`src/rtl/inst_pkg.sv`:
```
`default_nettype none
// ============================================================================
//  Module      : inst_pkg
//  Description : Shared RV32I encoding definitions for the instruction
//                encoder/loader (and the matching decoder): instruction
//                format enum, base opcodes, canonical NOP and loader states.
//  Revision    : 1.0 - initial release
// ============================================================================
package inst_pkg;

    // Instruction format selector carried on in_type
    typedef enum logic [2:0] {
        INST_R  = 3'd0,
        INST_I  = 3'd1,
        INST_S  = 3'd2,
        INST_SB = 3'd3,
        INST_UJ = 3'd4,
        INST_U  = 3'd5
    } inst_t;

    // RV32I base opcodes
    localparam logic [6:0] OP_R      = 7'b0110011;
    localparam logic [6:0] OP_LOAD   = 7'b0000011;
    localparam logic [6:0] OP_IMM    = 7'b0010011;
    localparam logic [6:0] OP_STORE  = 7'b0100011;
    localparam logic [6:0] OP_BRANCH = 7'b1100011;
    localparam logic [6:0] OP_LUI    = 7'b0110111;
    localparam logic [6:0] OP_JAL    = 7'b1101111;

    // addi x0,x0,0 -- substituted for bundles with an unknown format
    localparam logic [31:0] NOP_WORD = 32'h0000_0013;

    // Loader control states
    typedef enum logic [1:0] {
        ST_IDLE  = 2'd0,
        ST_LOAD  = 2'd1,
        ST_DRAIN = 2'd2,
        ST_DONE  = 2'd3
    } load_state_t;

    // Formats 6 and 7 are not defined
    function automatic logic is_legal_type(input logic [2:0] t);
        return (t <= 3'd5);
    endfunction

endpackage : inst_pkg
`default_nettype wire

```
`src/rtl/inst_fifo.sv`:
```
`default_nettype none
// ============================================================================
//  Module      : inst_fifo
//  Description : Synchronous FIFO with full/empty flags and a combinational
//                head output. A push is accepted while full when a pop
//                happens in the same cycle.
//  Revision    : 1.0 - initial release
//
//  Parameters  : DEPTH (power of 2, >= 2), WIDTH
//  Ports       : clk, rst      - clock, synchronous active-high reset
//                push_i/wdata_i - write request and data
//                pop_i          - read request (ignored while empty)
//                rdata_o        - current head entry
//                full_o/empty_o - occupancy flags
// ============================================================================
module inst_fifo #(
    parameter int DEPTH = 4,
    parameter int WIDTH = 32
) (
    input  logic             clk,
    input  logic             rst,
    input  logic             push_i,
    input  logic [WIDTH-1:0] wdata_i,
    input  logic             pop_i,
    output logic [WIDTH-1:0] rdata_o,
    output logic             full_o,
    output logic             empty_o
);

    localparam int c_AW = $clog2(DEPTH);

    logic [WIDTH-1:0] r_mem [DEPTH];
    // One extra pointer bit distinguishes full from empty
    logic [c_AW:0]    r_wr_ptr;
    logic [c_AW:0]    r_rd_ptr;

    logic w_full;
    logic w_empty;
    logic w_pop;
    logic w_push;

    assign w_empty = (r_wr_ptr == r_rd_ptr);
    assign w_full  = (r_wr_ptr[c_AW] != r_rd_ptr[c_AW]) &&
                     (r_wr_ptr[c_AW-1:0] == r_rd_ptr[c_AW-1:0]);
    assign w_pop   = pop_i && !w_empty;
    // When full, the slot being written is the head that leaves this cycle
    assign w_push  = push_i && (!w_full || w_pop);

    // Storage carries no reset; validity is tracked by the pointers
    always_ff @(posedge clk) begin
        if (w_push) begin
            r_mem[r_wr_ptr[c_AW-1:0]] <= wdata_i;
        end
    end

    always_ff @(posedge clk) begin
        if (rst) begin
            r_wr_ptr <= '0;
            r_rd_ptr <= '0;
        end else begin
            if (w_push) begin
                r_wr_ptr <= r_wr_ptr + 1'b1;
            end
            if (w_pop) begin
                r_rd_ptr <= r_rd_ptr + 1'b1;
            end
        end
    end

    assign rdata_o = r_mem[r_rd_ptr[c_AW-1:0]];
    assign full_o  = w_full;
    assign empty_o = w_empty;

endmodule : inst_fifo
`default_nettype wire

```
`src/rtl/inst_encoder_loader.sv`:
```
`default_nettype none
// ============================================================================
//  Module      : inst_encoder_loader
//  Description : RV32I instruction encoder and program loader. Field bundles
//                are packed into 32-bit words, buffered in a FIFO and written
//                sequentially into instruction memory over an acknowledged
//                write port.
//  Revision    : 1.0 - initial release
//
//  Build option: INST_ENC_CHECKSUM_EN - adds checksum[31:0], the running XOR
//                of every acknowledged mem_wdata (cleared by rst and start).
//
//  Parameters  : FIFO_DEPTH, BASE_ADDR, MAX_WORDS
//  Ports       : clk, rst           - clock, synchronous active-high reset
//                start              - begin a load session (IDLE only)
//                in_valid/in_ready  - bundle handshake, in_last ends session
//                in_type..in_imm    - instruction fields
//                mem_we/addr/wdata  - write request, held until mem_ack
//                mem_ack            - memory accepted the write
//                done               - one-cycle session-complete pulse
//                word_count         - words written this session (saturates)
//                err_type/err_align - sticky error flags, cleared by start
// ============================================================================
module inst_encoder_loader
    import inst_pkg::*;
#(
    parameter int          FIFO_DEPTH = 4,
    parameter logic [31:0] BASE_ADDR  = 32'h0000_0000,
    parameter int          MAX_WORDS  = 256
) (
    input  logic                       clk,
    input  logic                       rst,
    input  logic                       start,
    input  logic                       in_valid,
    output logic                       in_ready,
    input  logic                       in_last,
    input  logic [2:0]                 in_type,
    input  logic [6:0]                 in_opcode,
    input  logic [4:0]                 in_rd,
    input  logic [4:0]                 in_rs1,
    input  logic [4:0]                 in_rs2,
    input  logic [2:0]                 in_funct3,
    input  logic [6:0]                 in_funct7,
    input  logic [31:0]                in_imm,
    output logic                       mem_we,
    output logic [31:0]                mem_addr,
    output logic [31:0]                mem_wdata,
    input  logic                       mem_ack,
    output logic                       done,
    output logic [$clog2(MAX_WORDS):0] word_count,
    output logic                       err_type,
    output logic                       err_align
`ifdef INST_ENC_CHECKSUM_EN
    ,
    output logic [31:0]                checksum
`endif
);

    localparam int                c_WCW    = $clog2(MAX_WORDS) + 1;
    localparam int                c_IW     = (MAX_WORDS > 1) ? $clog2(MAX_WORDS) : 1;
    localparam logic [c_WCW-1:0]  c_WC_MAX = c_WCW'(MAX_WORDS);
    localparam logic [c_IW-1:0]   c_IDX_LAST = c_IW'(MAX_WORDS - 1);

    load_state_t r_state;
    load_state_t w_state_d;

    logic [31:0]      r_addr;
    logic [c_IW-1:0]  r_widx;     // write slot within the MAX_WORDS window
    logic [c_WCW-1:0] r_wcount;
    logic             r_err_type;
    logic             r_err_align;

    logic        w_hs;
    logic        w_start;
    logic        w_write;
    logic        w_fifo_full;
    logic        w_fifo_empty;
    logic [31:0] w_fifo_head;
    logic [31:0] w_word;
    logic        w_bad_type;
    logic        w_misalign;

    // ------------------------------------------------------------------
    // Field packing. Bit 0 of SB/UJ offsets has no slot in the encoding,
    // so a set bit is simply dropped and flagged.
    // ------------------------------------------------------------------
    always_comb begin
        w_word     = NOP_WORD;
        w_bad_type = 1'b0;
        w_misalign = 1'b0;
        case (inst_t'(in_type))
            INST_R:  w_word = {in_funct7, in_rs2, in_rs1, in_funct3, in_rd, in_opcode};
            INST_I:  w_word = {in_imm[11:0], in_rs1, in_funct3, in_rd, in_opcode};
            INST_S:  w_word = {in_imm[11:5], in_rs2, in_rs1, in_funct3,
                               in_imm[4:0], in_opcode};
            INST_SB: begin
                w_word     = {in_imm[12], in_imm[10:5], in_rs2, in_rs1, in_funct3,
                              in_imm[4:1], in_imm[11], in_opcode};
                w_misalign = in_imm[0];
            end
            INST_UJ: begin
                w_word     = {in_imm[20], in_imm[10:1], in_imm[11], in_imm[19:12],
                              in_rd, in_opcode};
                w_misalign = in_imm[0];
            end
            INST_U:  w_word = {in_imm[31:12], in_rd, in_opcode};
            default: begin
                w_word     = NOP_WORD;
                w_bad_type = !is_legal_type(in_type);
            end
        endcase
    end

    // ------------------------------------------------------------------
    // Control FSM: next state and handshake outputs
    // ------------------------------------------------------------------
    always_comb begin
        w_state_d = r_state;
        in_ready  = 1'b0;
        done      = 1'b0;
        case (r_state)
            ST_IDLE: begin
                if (start) begin
                    w_state_d = ST_LOAD;
                end
            end
            ST_LOAD: begin
                in_ready = !w_fifo_full;
                if (in_valid && !w_fifo_full && in_last) begin
                    w_state_d = ST_DRAIN;
                end
            end
            ST_DRAIN: begin
                // An empty FIFO means mem_we is low, so nothing is in flight
                if (w_fifo_empty) begin
                    w_state_d = ST_DONE;
                end
            end
            ST_DONE: begin
                done      = 1'b1;
                w_state_d = ST_IDLE;
            end
            default: w_state_d = ST_IDLE;
        endcase
    end

    assign w_hs    = in_valid && in_ready;
    assign w_start = start && (r_state == ST_IDLE);
    assign w_write = mem_we && mem_ack;

    always_ff @(posedge clk) begin
        if (rst) begin
            r_state <= ST_IDLE;
        end else begin
            r_state <= w_state_d;
        end
    end

    // ------------------------------------------------------------------
    // Write pointer, word counter and sticky error flags
    // ------------------------------------------------------------------
    always_ff @(posedge clk) begin
        if (rst) begin
            r_addr      <= BASE_ADDR;
            r_widx      <= '0;
            r_wcount    <= '0;
            r_err_type  <= 1'b0;
            r_err_align <= 1'b0;
        end else if (w_start) begin
            r_addr      <= BASE_ADDR;
            r_widx      <= '0;
            r_wcount    <= '0;
            r_err_type  <= 1'b0;
            r_err_align <= 1'b0;
        end else begin
            if (w_write) begin
                if (r_widx == c_IDX_LAST) begin
                    r_widx <= '0;
                    r_addr <= BASE_ADDR;
                end else begin
                    r_widx <= r_widx + 1'b1;
                    r_addr <= r_addr + 32'd4;
                end
                if (r_wcount != c_WC_MAX) begin
                    r_wcount <= r_wcount + 1'b1;
                end
            end
            if (w_hs && w_bad_type) begin
                r_err_type <= 1'b1;
            end
            if (w_hs && w_misalign) begin
                r_err_align <= 1'b1;
            end
        end
    end

    // ------------------------------------------------------------------
    // Encoded-word buffer
    // ------------------------------------------------------------------
    inst_fifo #(
        .DEPTH (FIFO_DEPTH),
        .WIDTH (32)
    ) u_fifo (
        .clk     (clk),
        .rst     (rst),
        .push_i  (w_hs),
        .wdata_i (w_word),
        .pop_i   (w_write),
        .rdata_o (w_fifo_head),
        .full_o  (w_fifo_full),
        .empty_o (w_fifo_empty)
    );

    assign mem_we     = !w_fifo_empty;
    assign mem_wdata  = w_fifo_head;
    assign mem_addr   = r_addr;
    assign word_count = r_wcount;
    assign err_type   = r_err_type;
    assign err_align  = r_err_align;

`ifdef INST_ENC_CHECKSUM_EN
    logic [31:0] r_csum;

    always_ff @(posedge clk) begin
        if (rst) begin
            r_csum <= '0;
        end else if (w_start) begin
            r_csum <= '0;
        end else if (w_write) begin
            r_csum <= r_csum ^ mem_wdata;
        end
    end

    assign checksum = r_csum;
`else
    // No checksum state in this build
`endif

endmodule : inst_encoder_loader
`default_nettype wire

```
`config.mk`:
```
export PLATFORM = sky130hd
export DESIGN_NAME = inst_encoder_loader
export DESIGN_NICKNAME = d
export VERILOG_FILES = /design/src/rtl/inst_pkg.sv /design/src/rtl/inst_fifo.sv /design/src/rtl/inst_encoder_loader.sv
export SDC_FILE = /design/constraint.sdc
export NUM_CORES = 1
export LEC_CHECK = 0
export CAP_MARGIN = 25
export CORE_MARGIN = 5
export CORE_UTILIZATION = 47
export DETAILED_ROUTE_END_ITERATION = 10
export PLACE_DENSITY = 0.77
export SLEW_MARGIN = 25
export SYNTH_ARGS = -nofsm -noshare
export SYNTH_HDL_FRONTEND = slang
export SYNTH_SLANG_ARGS = --single-unit
```
`constraint.sdc`:
```
create_clock -name clk -period 2.2 [get_ports clk]
set_input_delay 0.44 -clock clk [delete_from_list [all_inputs] [get_ports clk]]
set_output_delay 0.44 -clock clk [all_outputs]
set_load 0.1 [all_outputs]
```
# Word-level counts from Yosys, hierarchy flattened
# Memories as Yosys holds them, arrays and structs flattened. A register that Yosys moved wholly into a read port is not among the register bits.
# Cells that the tools add are included.
[totals]
ramBits = 128
register_bits = 59
elab_cells = 67
mem_count = 1
output_inout_bits = 78
input_bits = 73
[classes]
n_lt_le_gt_ge = 1
reduce_logical = 21
eq_ne = 16
muxes = 15
addsub = 5
[mem_list]
columns = ["memory", "words", "width", "read_ports", "rd_ports_with_merged_regs", "wr", "line_no", "text"]
rows = [
  ["u_fifo.r_mem", 4, 32, 1, 1, 1, "inst_fifo.sv:32", "logic [WIDTH-1:0] r_mem [DEPTH];"],
]
[op_table]
columns = ["cell", "count"]
rows = [
  ["one-hot mux 32 bit (6 select lines)", 1],
  ["adder 32 x 3 -> 32 bit, second input constant", 1],
  ["two-way mux 32 bit", 1],
  ["logical AND 1 bit", 10],
  ["two-way mux 2 bit", 5],
  ["adder 9 x 1 -> 9 bit, second input constant", 1],
  ["inequality test 9 bit, second input constant", 1],
  ["adder 8 x 1 -> 8 bit, second input constant", 1],
  ["== test 8 bit, second input constant", 1],
  ["two-way mux 8 bit", 1],
  ["one-hot mux 2 bit (4 select lines)", 1],
  ["adder 3 x 1 -> 3 bit, second input constant", 2],
  ["== test 3 x 2 -> 1 bit, second input constant", 2],
  ["== test 3 bit, second input constant", 2],
  ["two-way mux 1 bit", 6],
  ["OR reduction 6 bit", 1],
  ["== test 2 bit, second input constant", 2],
  ["inequality test 2 bit, second input constant", 2],
  ["OR reduction 2 bit", 2],
  ["== test 3 x 1 -> 1 bit, second input constant", 1],
  ["== test 3 bit", 1],
  ["less-or-equal comparator 3 bit, second input constant", 1],
  ["zero test 1 bit", 3],
  ["zero test 3 bit", 1],
  ["8 further kinds", 8],
]

# Logic depth before layout (Yosys ltp)
# Gate-level depths: netlist (run 1).
[depth]
ltp_word = 8
ltp_mapped = 7
ltp_nobuf = 7

# By module
# Synthesis (run 1) repeated with hierarchy kept, for this count alone.
[hier_totals]
cells_unflattened = 644
area_unflattened_um2 = 8440.6
[modules_own_cells]
columns = ["module", "seq_area_each_um2", "area_each_um2", "instances", "cells_each"]
rows = [
  ["inst_fifo", 4003.8, 5144.9, 1, 222],
  ["inst_encoder_loader", 1021.0, 3295.7, 1, 422],
]

# Worst setup path after synthesis (run 1)
# No wires, ideal clock.
[synth_timing]
path_kind = "reg2reg"
from = "register r_addr[13], in the netlist mem_addr[13]"
to = "register r_addr[31], in the netlist mem_addr[31]"
setup_time_ps = 70
t_arrival_ps = 2398
period_less_slack_ps = 2468
setup_slack_ps = -268
path_stages_with_launch = 6
required_ps = 2130
path_cell_list = "dfxtp_1 -> nand4_2 -> nor4_4 -> nand3_4 -> or3_1 -> a21oi_1"
[synth_via]
elab_chain_len = 2
[synth_rtl]
columns = ["element", "line_no", "text"]
rows = [
  ["start: declaration", "inst_encoder_loader.sv:67", "logic [31:0] r_addr;"],
  ["start signal: assignment", "inst_encoder_loader.sv:182", "r_addr <= r_addr + 32'd4;"],
  ["adder 32 x 3 -> 32 bit", "inst_encoder_loader.sv:182", ""],
  ["two-way mux 32 bit", "inst_encoder_loader.sv:177", "if (r_widx == c_IDX_LAST) begin"],
]
# No other way between the ends.
# A chain may end at the register's enable or synchronous reset.

==> flow_metrics.tcl, run 1 <==
set metrics [dict create \
    ys_async_sr_fraction_pct 0 \
    dr_total_vias 5684 \
    synth_warnings 0 \
    path_common_cell "buf_12" \
    cts_hold_buf 0 \
    max-clock-path-buffers 2 \
    place.gp.congestion 0.894 \
    ant_nets 0 \
    critPathRequiredTime_ns 1.76 \
    synth_cells 601 \
    rows 48 \
    fin_setup_tns_ns -0.515 \
    synth_compound_area_share_pct 5.64 \
    core_area_um2 17100 \
    timing.slew.headroom_pct 48.2 \
    cp_max_fo 7 \
    area_growth_pct 37.3 \
    clock-sinks 187 \
    route.detailed.drc 0 \
    start_kind "register" \
    dr.pass1.iters 5 \
    cpPeakStageDelay_ns 0.56 \
    die-area_um2 19900 \
    synth_ff_type "edfxtp_1" \
    crit_chain "buf_12, buf_12, mux4_2, buf_12" \
    antenna_found_initial 0 \
    netlist-cell-type-count 53 \
    synth_fa_ha_area_share_pct 2.01 \
    outcome "complete, but fails checks" \
    grt_usage_pct 20.1 \
    dp.final_hpwl_um 14000 \
    final_cell_mix "edfxtp_1, clkdlybuf4s50_1, buf_4" \
    dp_worst_setup_slack_ns -0.0692 \
    ys_seq_area_share_pct 62.1 \
    insertion_delay_ns 0.43 \
    violations "setup timing" \
    synth_top_area_share_pct 47.5 \
    layout_commonest_cell "edfxtp_1" \
    utilization_pct 64.9 \
    period_share_pct 103 \
    ioPinCount 151 \
    rsz0062_at_grt "yes" \
    setup_slack_ns -0.0556 \
    synth-xor-area-share_pct 5.07 \
    die_x_um 141 \
    postSynthAreaPerCell_um2 13.5 \
    powerDensity_nw_per_um2 1120 \
    period_minus_slack_ns 2.26 \
    crit_slowest_cell "mux4_2" \
    tightest_slew_ns 0.773 \
    hold_class "reg2reg" \
    hold_violations 0 \
    synthSimpleGateAreaFrac_pct 11.3 \
    drv_cap 0 \
    cts_max_level 4 \
    io_buffers 148 \
    synthTopCellsByArea "edfxtp_1, dfxtp_1, mux4_2" \
    synth_area_um2 8090 \
    grt_max_degree 33 \
    cts_root_buf "clkbuf_16" \
    synth_top_area_cell "edfxtp_1" \
    wirelength_um 19700 \
    synth_top_family_by_area "simple AND/OR/NAND/NOR gates" \
    start_util_pct 47.3 \
    routedWlPerCell_um 19.4 \
    drv_slew 0 \
    max_freq_mhz 443 \
    grt-ovfl-total 0 \
    fin_skew_ns 0.00815 \
    criticalPathCategory "reg2out" \
    p_leak_nw 3.97 \
    arrival_ns 1.82 \
    grt_pass1_vias 5908 \
    grt_first_pass_wirelength_um 31000 \
    ys_ff_latch 187 \
    avgViaCountPerCell 5.58 \
    die-height_um 141 \
    diodes 0 \
    synth_edf_count 128 \
    drt-initial-drc-count 307 \
    synthMuxAreaShare_pct 11.2 \
    setup_violations 26 \
    end_kind "primary output" \
    ir_drop_uv 1120 \
    drive_gt1_share_pct 28.6 \
    nets 867 \
    cts_made_buffers 17 \
    cts_tree "done" \
    clk_pin_slew_worst_paths_ns 0.07 \
]
==> worst max-delay path: cells and delay by family (launching register included) <==
kind     cells  cell delay, ns
buf+inv      3            0.44
mux          1            0.56
flops        1            0.38
==> repair_timing <==
action	CTS	global route
buffers inserted	1	3
gates resized for setup	3	4
endpoints found under the setup margin	33	29
cloned	1	0
pin swaps	0	1
==> flip-flops by register name, summed over array words and instances (netlist names), named ones only <==
name,flops
word_count,9
u_fifo.r_mem,128
r_widx,8
r_state,2
err_align,1
mem_addr,30
u_fifo.r_wr_ptr,3
u_fifo.r_rd_ptr,3
err_type,1
==> power by group <==
group	leakage (nW)	switching, mW	internal [mW]
clock	0.283	1.39	1.60
combinational	2.04	3.26	2.03
sequential	1.65	0.107	4.00
==> cells by family after synthesis <==
| logic type | Yosys count |
|---|---|
| other | 1 |
| adder cells (fa/ha/maj) | 13 |
| flip-flops | 187 |
| buffers and inverters | 50 |
| AO/OA/AOI/OAI | 70 |
| multiplexers | 49 |
| AND/OR/NAND/NOR | 185 |
| XOR/XNOR | 46 |
==> synth_stat cells (7+ instances only) <==
cell,number
edfxtp_1,128
clkbuf_1,14
a22oi_1,11
o21ai_0,25
buf_2,9
nor3_1,12
a22o_1,7
a21oi_1,9
nand2_1,49
mux4_2,32
inv_1,21
xnor2_1,23
nand4_1,17
mux2_2,13
ha_1,13
and2_1,10
nand3_1,13
xor2_1,22
nor2_1,58
dfxtp_1,59
==> metal layers <==
layer / GRT usage [%] / vias up / part of all wire, % / routed length, um
li1: - / 2589 / - / -
met1: 25.5 / 2837 / 40 / 7890
met2: 34.2 / 233 / 51 / 9980
met3: 4.48 / 25 / 7.7 / 1520
met4: 6.63 / 0 / 1.7 / 344
met5: 0 / - / 0 / 0
==> worst paths after layout <==
check	startpoint	endpoint	slack, ns	depth (start not counted)
worst max-delay path	register	mem_wdata[7]	-0.06	4
worst min-delay path	r_widx[7]	r_widx[7]	0.47	2
worst max register to register	u_fifo.r_rd_ptr[2]	mem_addr[31]	0.21	7
worst min register to register	r_widx[7]	r_widx[7]	0.47	2
==> metrics by stage <==
| step | cells | hold slack (ns) | total power [mW] | cell area, um^2 |
|---|---|---|---|---|
| 3_3_place_gp | 982 | 0.455 | 9.28 | 10400 |
| 6_report | 1019 | 0.470 | 12.4 | 11100 |
| 3_5_place_dp | 982 | 0.459 | 9.37 | 10400 |
| 5_1_grt | 1019 | 0.485 | 12.8 | 11100 |
| 2_1_floorplan | 602 | 0.440 | 7.40 | 8120 |
| 4_1_cts | 1016 | 0.470 | 12.4 | 11100 |
==> area by class of cell <==
type	count	area, um^2
Clock buffer	17	425
Clock inverter	15	150
Fill cell	1217	6000
Inverter	22	82.6
Multi-Input combinational cell	365	2880
Sequential cell	187	5050
Tap cell	225	282
Timing Repair Buffer	188	2240
No activity file was read; power rests on OpenSTA's default activity.
==> run 2, diff against run 1 <==
--- a/config.mk
+++ b/config.mk
@@ -8,8 +8,11 @@
 export CAP_MARGIN = 25
 export CORE_MARGIN = 5
 export CORE_UTILIZATION = 47
+export CTS_BUF_LIST = sky130_fd_sc_hd__clkbuf_16
 export DETAILED_ROUTE_END_ITERATION = 10
 export PLACE_DENSITY = 0.77
+export SETUP_SLACK_MARGIN = 0.5
+export SKIP_LAST_GASP = 1
 export SLEW_MARGIN = 25
 export SYNTH_ARGS = -nofsm -noshare
 export SYNTH_HDL_FRONTEND = slang
==> run 2 against run 1 <==
  * The flow still finishes with violations (setup timing)
  * Via count is 7.0% higher
  * Sequential power hardly changed
  * Routed wire length is 23% higher
  * Total power is 7.1% higher
  * Maximum frequency is 2.0% lower
  * Global-route usage is 2.3 points higher
  * Register-to-register slack worse by 0.10 ns
  * Utilization is 7.3 points higher
  * Flip-flop and latch count stayed put
  * Clock power is 2% higher
  * Largest power group unchanged
  * Highest routed layer is now met5
==> flow_metrics.tcl, run 2 (synthesis results as in run 1) <==
set metrics [dict create \
    outcome "complete, but fails checks" \
    violations "setup timing" \
    drv_slew 0 \
    drive_gt1_share_pct 42.5 \
    clk_pin_slew_worst_paths_ns 0.07 \
    ioPinCount 151 \
    grt_usage_pct 22.4 \
    route.detailed.drc 0 \
    powerDensity_nw_per_um2 1070 \
    rows 48 \
    p_leak_nw 4.32 \
    dr_total_vias 6080 \
    period_minus_slack_ns 2.30 \
    seq_area_um2 5150 \
    timing.rr.start "u_fifo.r_wr_ptr[1]" \
    drv_cap 0 \
    cts_root_buf "clkbuf_16" \
    io_buffers 148 \
    clock-sinks 187 \
    place.gp.congestion 0.887 \
    hold_violations 0 \
    avgViaCountPerCell 5.76 \
    cts_made_buffers 17 \
    dr.pass1.iters 5 \
    period_share_pct 105 \
    utilization_pct 72.2 \
    cp_max_fo 8 \
    core_area_um2 17100 \
    path_common_cell "buf_12" \
    crit_slowest_cell "mux4_2" \
    r2r_slack_ns 0.11 \
    start_util_pct 47.3 \
    critPathRequiredTime_ns 1.76 \
    die-height_um 141 \
    drt-initial-drc-count 516 \
    crit_chain "buf_12, mux4_2, buf_12" \
    cts_max_level 4 \
    tightest_slew_ns 0.678 \
    grt-ovfl-total 0 \
    die-area_um2 19900 \
    cpPeakStageDelay_ns 0.58 \
    layout_commonest_cell "edfxtp_1" \
    max-clock-path-buffers 2 \
    criticalPathCategory "reg2out" \
    grt_pass1_vias 6211 \
    timing.slew.headroom_pct 54.3 \
    grt_first_pass_wirelength_um 34300 \
    ir_drop_uv 866 \
    hold_class "reg2reg" \
    end_kind "primary output" \
    multi_input_area_um2 3380 \
    cts_tree "done" \
    ant_nets 0 \
    arrival_ns 1.86 \
    totalPowerFinal_mw 13.3 \
    final_cell_mix "edfxtp_1, clkdlybuf4s50_1, buf_4" \
    min-delay-start "mem_addr[2]" \
    insertion_delay_ns 0.44 \
    r2r_end "u_fifo.r_mem[3][10]" \
    nets 903 \
    dp.final_hpwl_um 14000 \
    setup_slack_ns -0.101 \
    routedWlPerCell_um 23.0 \
    holdPathEnd "mem_addr[2]" \
    hold_slack_ns 0.493 \
    min_path_cells 1 \
    area_growth_pct 52.7 \
    grt_max_degree 33 \
    cts_hold_buf 0 \
    max_freq_mhz 435 \
    largest_reg_flops 128 \
    fin_skew_ns 0.0128 \
    setup_violations 32 \
    die_x_um 141 \
    fillCellCount 1036 \
    antenna_found_initial 1 \
    r2r_cells 8 \
    start_kind "register" \
    rsz0062_at_grt "yes" \
    wirelength_um 24300 \
]
-- run 2: cell types whose count changed in the layout (fill, tap and decap cells not counted), sizes merged --
cell,previous run,this run
clkinv,4,3
clkinvlp,1,2
inv,31,30
clkdlybuf4s50,72,71
diode,0,1
buf,116,143
clkbuf,17,26
dlygate4sd2,0,1
-- run 2: where the power goes --
| group | total (mW) | internal, mW | leakage (nW) | switching [mW] |
|---|---|---|---|---|
| combinational | 6.09 | 2.50 | 2.36 | 3.59 |
| clock | 3.04 | 1.61 | 0.283 | 1.43 |
| sequential | 4.14 | 3.99 | 1.67 | 0.149 |
-- run 2: metrics by stage --
stage	instances	setup slack [ns]	setup TNS (ns)	cell area [um^2]
3_5_place_dp	976	-0.105	-2.34	10500
6_report	1055	-0.101	-1.90	12400
2_1_floorplan	602	0.309	0	8300
5_1_grt	1054	-0.144	-3.89	12400
3_3_place_gp	976	-0.000612	-0.00244	10500
4_1_cts	1029	-0.102	-2.39	11800
-- run 2: timing repair --
action | 4_1_cts | 5_1_grt
buffers inserted | 16 | 16
setup endpoints to repair | 252 | 248
pin swaps | 37 | 26
gates cloned | 6 | 9
resized for setup | 94 | 49
-- run 2: how the worst max path moves through the flow --
stage	from	endpoint	slack, ns	cells after the start
after floorplan	u_fifo.r_wr_ptr[0]	r_widx[7]	0.31	6
after global placement	in_type[0]	u_fifo.r_mem[2][22]	-0.0006	6
after detailed placement	in_type[0]	u_fifo.r_mem[3][26]	-0.10	5
after CTS	register	mem_wdata[4]	-0.10	3
after global routing	register	mem_wdata[9]	-0.14	3
final	register	mem_wdata[29]	-0.10	3
-- run 2: final cells by class --
type	instances	share of cell area, %
multi-input cells	365	27.4
inverters	22	0.719
flip-flops and latches	187	41.7
diodes	1	0.0203
repair buffers	224	23.2
clock inverters	14	1.26
clock buffers	17	3.44
well taps	225	2.28
-- run 2: layer usage --
metal | GRT usage [%] | routed length (um) | share of wire [%] | vias to the layer above
met5 | 0 | 20 | 0.082 | -
met4 | 8.36 | 609 | 2.5 | 2
met3 | 5.46 | 1830 | 7.5 | 40
met2 | 38.4 | 12600 | 52 | 351
met1 | 27.4 | 9260 | 38 | 3020
li1 | - | - | - | 2667
-- run 2: critical path, delay by kind of cell (launching register included) --
family	cells	cell delay [ns]
DFF	1	0.46
muxes	1	0.58
buffers and inverters	2	0.38
